`config.mk`:
```
export PLATFORM = sky130hd
export DESIGN_NAME = wb_arbiter
export DESIGN_NICKNAME = d
export VERILOG_FILES = /design/src/rtl/wb_arbiter.sv
export SDC_FILE = /design/constraint.sdc
export NUM_CORES = 1
export LEC_CHECK = 0
export CAP_MARGIN = 15
export CORE_ASPECT_RATIO = 1.4
export CORE_MARGIN = 2
export CORE_UTILIZATION = 48
export DETAILED_ROUTE_END_ITERATION = 10
export PLACE_DENSITY = 0.81
export SKIP_LAST_GASP = 1
export SLEW_MARGIN = 20
export SYNTH_ARGS = -nofsm -noshare
export SYNTH_HDL_FRONTEND = slang
export SYNTH_SLANG_ARGS = --single-unit
```
`constraint.sdc`:
```
create_clock -name clk -period 2.82 [get_ports clk]
set_clock_uncertainty 0.2 [all_clocks]
set_input_delay 0.282 -clock clk [delete_from_list [all_inputs] [get_ports clk]]
set_output_delay 0.282 -clock clk [all_outputs]
set_load 0.02 [all_outputs]
```
`src/rtl/wb_arbiter.sv`:
```
// wb_arbiter: owns the single write port (WE3/A3/WD3) of the 32x32 register
// file. It merges single-cycle ALU results with variable-latency load
// responses buffered in a small FIFO, and keeps a per-register pending-load
// scoreboard so that decode can stall on load-use hazards.
//
// Ports
//   clk, rst                      clock (rising edge), async active-low reset
//   alu_we/alu_rd/alu_wd          ALU write-back request
//   alu_stall                     ALU request not consumed this cycle
//   ld_issue/ld_issue_rd          load issued (marks destination busy)
//   ld_valid/ld_rd/ld_data        load response; ld_ready = FIFO not full
//   WE3/A3/WD3                    registered register-file write port
//   busy                          pending-load scoreboard, bit r = xr
//   err                           sticky protocol-violation flag
//
// Handshakes: a load response transfers on an edge where ld_valid && ld_ready.
// An ALU request (alu_we) is consumed on any edge where alu_stall is 0; while
// alu_stall is 1 the producer holds alu_we/alu_rd/alu_wd unchanged.
module wb_arbiter #(
  parameter int FIFO_DEPTH = 4,
  parameter int STARVE_MAX = 8
) (
  input  logic        clk,
  input  logic        rst,
  input  logic        alu_we,
  input  logic [4:0]  alu_rd,
  input  logic [31:0] alu_wd,
  output logic        alu_stall,
  input  logic        ld_issue,
  input  logic [4:0]  ld_issue_rd,
  input  logic        ld_valid,
  output logic        ld_ready,
  input  logic [4:0]  ld_rd,
  input  logic [31:0] ld_data,
  output logic        WE3,
  output logic [4:0]  A3,
  output logic [31:0] WD3,
  output logic [31:0] busy,
  output logic        err
);

  localparam int PW = (FIFO_DEPTH > 1) ? $clog2(FIFO_DEPTH) : 1;
  localparam int CW = $clog2(FIFO_DEPTH + 1);
  localparam int SW = $clog2(STARVE_MAX + 1);
  localparam logic [CW-1:0] FULL_C   = CW'(FIFO_DEPTH);
  localparam logic [SW-1:0] STARVE_C = SW'(STARVE_MAX);

  // Load-response FIFO
  logic [4:0]    r_q_rd   [FIFO_DEPTH];
  logic [31:0]   r_q_data [FIFO_DEPTH];
  logic [PW-1:0] r_wptr;
  logic [PW-1:0] r_rptr;
  logic [CW-1:0] r_count;
  logic [SW-1:0] r_starve;

  // Output / scoreboard state
  logic          r_we;
  logic [4:0]    r_a3;
  logic [31:0]   r_wd;
  logic          r_wb_ld;   // current WE3 pulse came from the FIFO
  logic [31:0]   r_busy;
  logic          r_err;

  logic          w_empty;
  logic          w_push;
  logic          w_pop;
  logic          w_alu_real;
  logic          w_alu_win;
  logic          w_clr;
  logic [31:0]   w_busy_nxt;
  logic          w_err_evt;
  logic [4:0]    w_head_rd;
  logic [31:0]   w_head_data;

  assign w_empty    = (r_count == '0);
  // ld_ready looks only at count: no push-through when full, even on a pop.
  assign ld_ready   = (r_count != FULL_C);
  assign w_push     = ld_valid && ld_ready;
  assign w_alu_real = alu_we && (alu_rd != 5'd0);
  assign alu_stall  = (r_starve == STARVE_C) && !w_empty && w_alu_real;
  assign w_alu_win  = w_alu_real && !alu_stall;
  // An ALU write to x0 is dropped and does not block the FIFO.
  assign w_pop      = !w_alu_win && !w_empty;
  assign w_head_rd   = r_q_rd[r_rptr];
  assign w_head_data = r_q_data[r_rptr];

  // Scoreboard: clear on the edge the FIFO-sourced write commits; set wins.
  assign w_clr = r_we && r_wb_ld;

  always_comb begin
    w_busy_nxt = r_busy;
    if (w_clr) w_busy_nxt[r_a3] = 1'b0;
    if (ld_issue && (ld_issue_rd != 5'd0)) w_busy_nxt[ld_issue_rd] = 1'b1;
  end

  always_comb begin
    w_err_evt = 1'b0;
    if (ld_issue && r_busy[ld_issue_rd] && !(w_clr && (r_a3 == ld_issue_rd)))
      w_err_evt = 1'b1;
    if (w_push && (ld_rd != 5'd0) && !r_busy[ld_rd])
      w_err_evt = 1'b1;
  end

  // FIFO storage needs no reset; entries are only read when count says valid.
  always_ff @(posedge clk) begin
    if (w_push) begin
      r_q_rd[r_wptr]   <= ld_rd;
      r_q_data[r_wptr] <= ld_data;
    end
  end

  always_ff @(posedge clk or negedge rst) begin
    if (!rst) begin
      r_wptr   <= '0;
      r_rptr   <= '0;
      r_count  <= '0;
      r_starve <= '0;
      r_we     <= 1'b0;
      r_a3     <= 5'd0;
      r_wd     <= 32'd0;
      r_wb_ld  <= 1'b0;
      r_busy   <= 32'd0;
      r_err    <= 1'b0;
    end else begin
      if (w_push) r_wptr <= r_wptr + PW'(1);
      if (w_pop)  r_rptr <= r_rptr + PW'(1);
      case ({w_push, w_pop})
        2'b10:   r_count <= r_count + CW'(1);
        2'b01:   r_count <= r_count - CW'(1);
        default: r_count <= r_count;
      endcase

      // Starvation is counted on the pre-edge FIFO state.
      if (w_empty || w_pop)          r_starve <= '0;
      else if (r_starve != STARVE_C) r_starve <= r_starve + SW'(1);

      if (w_alu_win) begin
        r_we    <= 1'b1;
        r_a3    <= alu_rd;
        r_wd    <= alu_wd;
        r_wb_ld <= 1'b0;
      end else if (w_pop && (w_head_rd != 5'd0)) begin
        r_we    <= 1'b1;
        r_a3    <= w_head_rd;
        r_wd    <= w_head_data;
        r_wb_ld <= 1'b1;
      end else begin
        // Covers the idle case and a discarded x0 response.
        r_we    <= 1'b0;
        r_wb_ld <= 1'b0;
      end

      r_busy <= w_busy_nxt;
      if (w_err_evt) r_err <= 1'b1;
    end
  end

  assign WE3  = r_we;
  assign A3   = r_a3;
  assign WD3  = r_wd;
  assign busy = r_busy;
  assign err  = r_err;

endmodule
```
==> impl_metrics.csv <==
group,metric,value,unit
setup_path,path_buf_inv,1,
cells_and_area,instances_no_fill,1040,
logic_synthesis,yosysUniqueCellTypes,46,
clock_tree,clk_pin_slew,60,ps
cells_and_area,layout-drive-gt1-share,0.245,
logic_synthesis,synth_common_cells,"edfxtp_1, dfrtp_1, o21ai_0, mux2_2, mux4_2",
routing,drt_pass1_iterations,5,
pwr,power.density,1040,nW/µm²
cells_and_area,nFillCells,1479,
cells_and_area,fin_nets,859,
pwr,ir_drop,0.654,mV
clock_tree,clock_sinks,231,
setup_path,critPathMaxStageDelay,560,ps
sta,min_period,2740,ps
logic_synthesis,synth_area,9860,µm²
setup_path,crit_fanout,16,
logic_synthesis,synth-edff-count,148,
min_path,min_path_type,"in2async",
setup_path,cp.depth,6,
routing,ant_nets,0,
clock_tree,worstSkewPairLatency,500,ps
sta,slew_viol_final,0,
clock_tree,cts_made_buffers,23,
logic_synthesis,async_flop_share,0.359,
setup_path,cp.required,3000,ps
clock_tree,clockBufferDepth,3,
logic_synthesis,yosysSeqAreaShare,0.662,
floorplan,die_w,125,µm
clock_tree,h-tree-depth,1,
placed_design,place_congestion,0.958,
setup_path,critical_path.cell_chain,"mux4_2 > or4_1 > nor2_2 > o22a_4 > buf_12 > mux2_2",
floorplan,start_util,0.485,
routing,drt-initial-drc-count,510,
sta,hold_ws,122,ps
cells_and_area,final_util,0.623,
global_routing,grt_pass1_vias,6663,
setup_path,reg2reg_from,"r_rptr[0]$_DFFE_PN0P_",
routing,post_drt_wl_per_cell,22.0,µm
floorplan,core_area,20300,µm²
setup_path,cp_slowest_cell,"mux4_2",
sta,max_slew_margin,0.579,
setup_path,startpoint_type,"flip-flop",
logic_synthesis,synth_most_common_cell,"edfxtp_1",
sta,post-route-period-util,0.971,
clock_tree,cts_root_buf,"clkbuf_16",
routing,via_count,5947,
setup_path,reg2reg_slack,80,ps
run,maxCapViolCount,0,
outcome,status,"completed",
sta,timing.fmax,365,MHz
clock_tree,cts_tree,"done",
logic_synthesis,ys.warnings.count,0,
setup_path,end_kind,"flip-flop",
logic_synthesis,yosys.area.top_type,"edfxtp_1",
placed_design,portBuffers,156,
cells_and_area,antenna_cells,0,
global_routing,grt_overflow,0,
setup_path,startpoint,"r_rptr[0]$_DFFE_PN0P_",
floorplan,dieArea,21700,µm²
global_routing,grt_pass1_wl,36200,µm
placed_design,post-place-cells,996,
floorplan,dieHeight,174,µm
logic_synthesis,yosysTopAreaCellShare,0.451,
sta,hold_viol_final,0,
setup_path,reg2regPathDepth,6,
routing,avgViaCountPerCell,5.72,
setup_path,crit_type,"reg2reg",
pwr,p_leak,0.00454,µW
logic_synthesis,yosys_most_used_dff,"edfxtp_1",
setup_path,r2r_end,"WD3[3]$_DFFE_PN0P_",
cells_and_area,area_delta_synth_final,28.4,%
sta,rsz0062_at_grt,"true",
routing,wl,22900,µm
floorplan,num_rows,62,
sta,finalSetupViolCount,0,
global_routing,grt_max_degree,41,
logic_synthesis,ys_ff_latch,231,
routing,drc_errors,0,
setup_path,critPathArrivalTime,2920,ps
global_routing,antenna_found_initial,0,
global_routing,track_usage,0.213,
logic_synthesis,synth.area.top_cells,"edfxtp_1, dfrtp_1, mux4_2, mux2_2, o21ai_0",
placed_design,dp_hpwl,15700,µm
logic_synthesis,synthCells,579,
logic_synthesis,avgSynthCellArea,17.0,µm²
setup_path,crit_path_end,"WD3[3]$_DFFE_PN0P_",
setup_path,critPathTopFamily,"multiplexers",
sta,worstMarginPinSlew,629,ps
pwr,p_total,13100,µW
floorplan,io_pins,157,
logic_synthesis,synth_nets,671,
-- kinds of logic (layout without fill, tap and decap cells) --
kind of cell / Yosys count / count (layout) / synth area share
XOR/XNOR: 12 / 12 / 0.0107
multiplexers: 139 / 139 / 0.211
AND/OR/NAND/NOR: 67 / 67 / 0.0390
AO/OA/AOI/OAI: 81 / 81 / 0.0446
buffers and inverters: 41 / 246 / 0.0223
adder cells (fa/ha/maj): 8 / 8 / 0.0109
flip-flops: 231 / 231 / 0.662
-- how the worst min path moves through the flow --
| stage | endpoint | slack (ps) | cells past startpoint |
|---|---|---|---|
| detailed placement | r_count[2]$_DFFE_PN0P_ | 120 | 1 |
| global route | r_count[0]$_DFFE_PN0P_ | 150 | 2 |
| global placement | WD3[30]$_DFFE_PN0P_ | 110 | 1 |
| finish | r_starve[2]$_DFFE_PN0P_ | 120 | 2 |
| floorplan | A3[0]$_DFFE_PN0P_ | -210 | 0 |
| CTS | r_wptr[0]$_DFFE_PN0P_ | 130 | 2 |
-- timing repair --
item / 4_1_cts / 5_1_grt
pin swaps: 0 / 0
setup buffers: 1 / 0
hold buffers: 1 / 0
endpoints found under the setup margin: 37 / 38
hold endpoints to repair: 38 / 0
resized for setup: 1 / 2
-- power breakdown --
part	total [µW]	internal [µW]	switching (µW)	leakage, µW
registers	5250	4640	608	0.00229
logic	4980	2560	2420	0.00190
clock network	2880	1670	1200	0.000345
total	13100	8870	4230	0.00454
-- per-stage QoR --
step	area [µm²]	worst slack, ps	TNS [ps]
floorplan	9860	40.7	0
global placement	11900	-150	-503
global route	12700	-1.08	-1.08
detailed placement	11900	-228	-1880
finish	12700	83.0	0
CTS	12700	2.99	0
-- state kept, by name, indices dropped and copies added (netlist names) --
signal and flops:
busy 32, WD3 32, r_rptr 2, A3 5
WE3 1, r_count 3, err 1, r_starve 4
r_q_data 128, r_wptr 2, r_wb_ld 1, r_q_rd 20
-- cell type report --
cell class,count,area [µm²],share of cell area
clock buffer,32,639,0.0505
clock inverter,10,78.8,0.00623
inverter,10,37.5,0.00297
multi-input combinational,307,3120,0.247
sequential,231,6520,0.515
tap,256,320,0.0253
timing repair buffer,194,1930,0.153
-- worst reg2reg max path, cell delays in order (launching register included) --
cell and delay, ps:
dfrtp_2 430, mux4_2 560, or4_1 550, nor2_2 140, o22a_4 200, buf_12 170, mux2_2 360
-- layout by cell type (no fill, tap or decap), types with 5 or more instances in the layout --
master,Yosys,routed
buf_12,3,7
buf_4,1,31
clkbuf_1,16,6
clkbuf_16,0,23
clkdlybuf4s50_1,0,155
dfrtp_1,83,81
edfxtp_1,148,148
ha_1,7,7
inv_1,10,10
mux2_1,14,14
mux2_2,50,50
mux2_4,10,10
mux2i_1,21,21
mux4_2,42,44
nand2_1,10,10
nand3_1,5,5
nand3b_1,6,6
nor2_1,11,10
nor3_1,5,5
o21ai_0,66,65
o22ai_1,8,8
or3b_2,5,5
xnor2_1,8,8
-- metal layers --
| metal | wire length, µm | GRT usage |
|---|---|---|
| met5 | 0 | 0 |
| met4 | 610 | 0.0810 |
| met3 | 1390 | 0.0383 |
| met2 | 12500 | 0.389 |
| met1 | 8430 | 0.248 |
(Power assumes the default switching activity.)
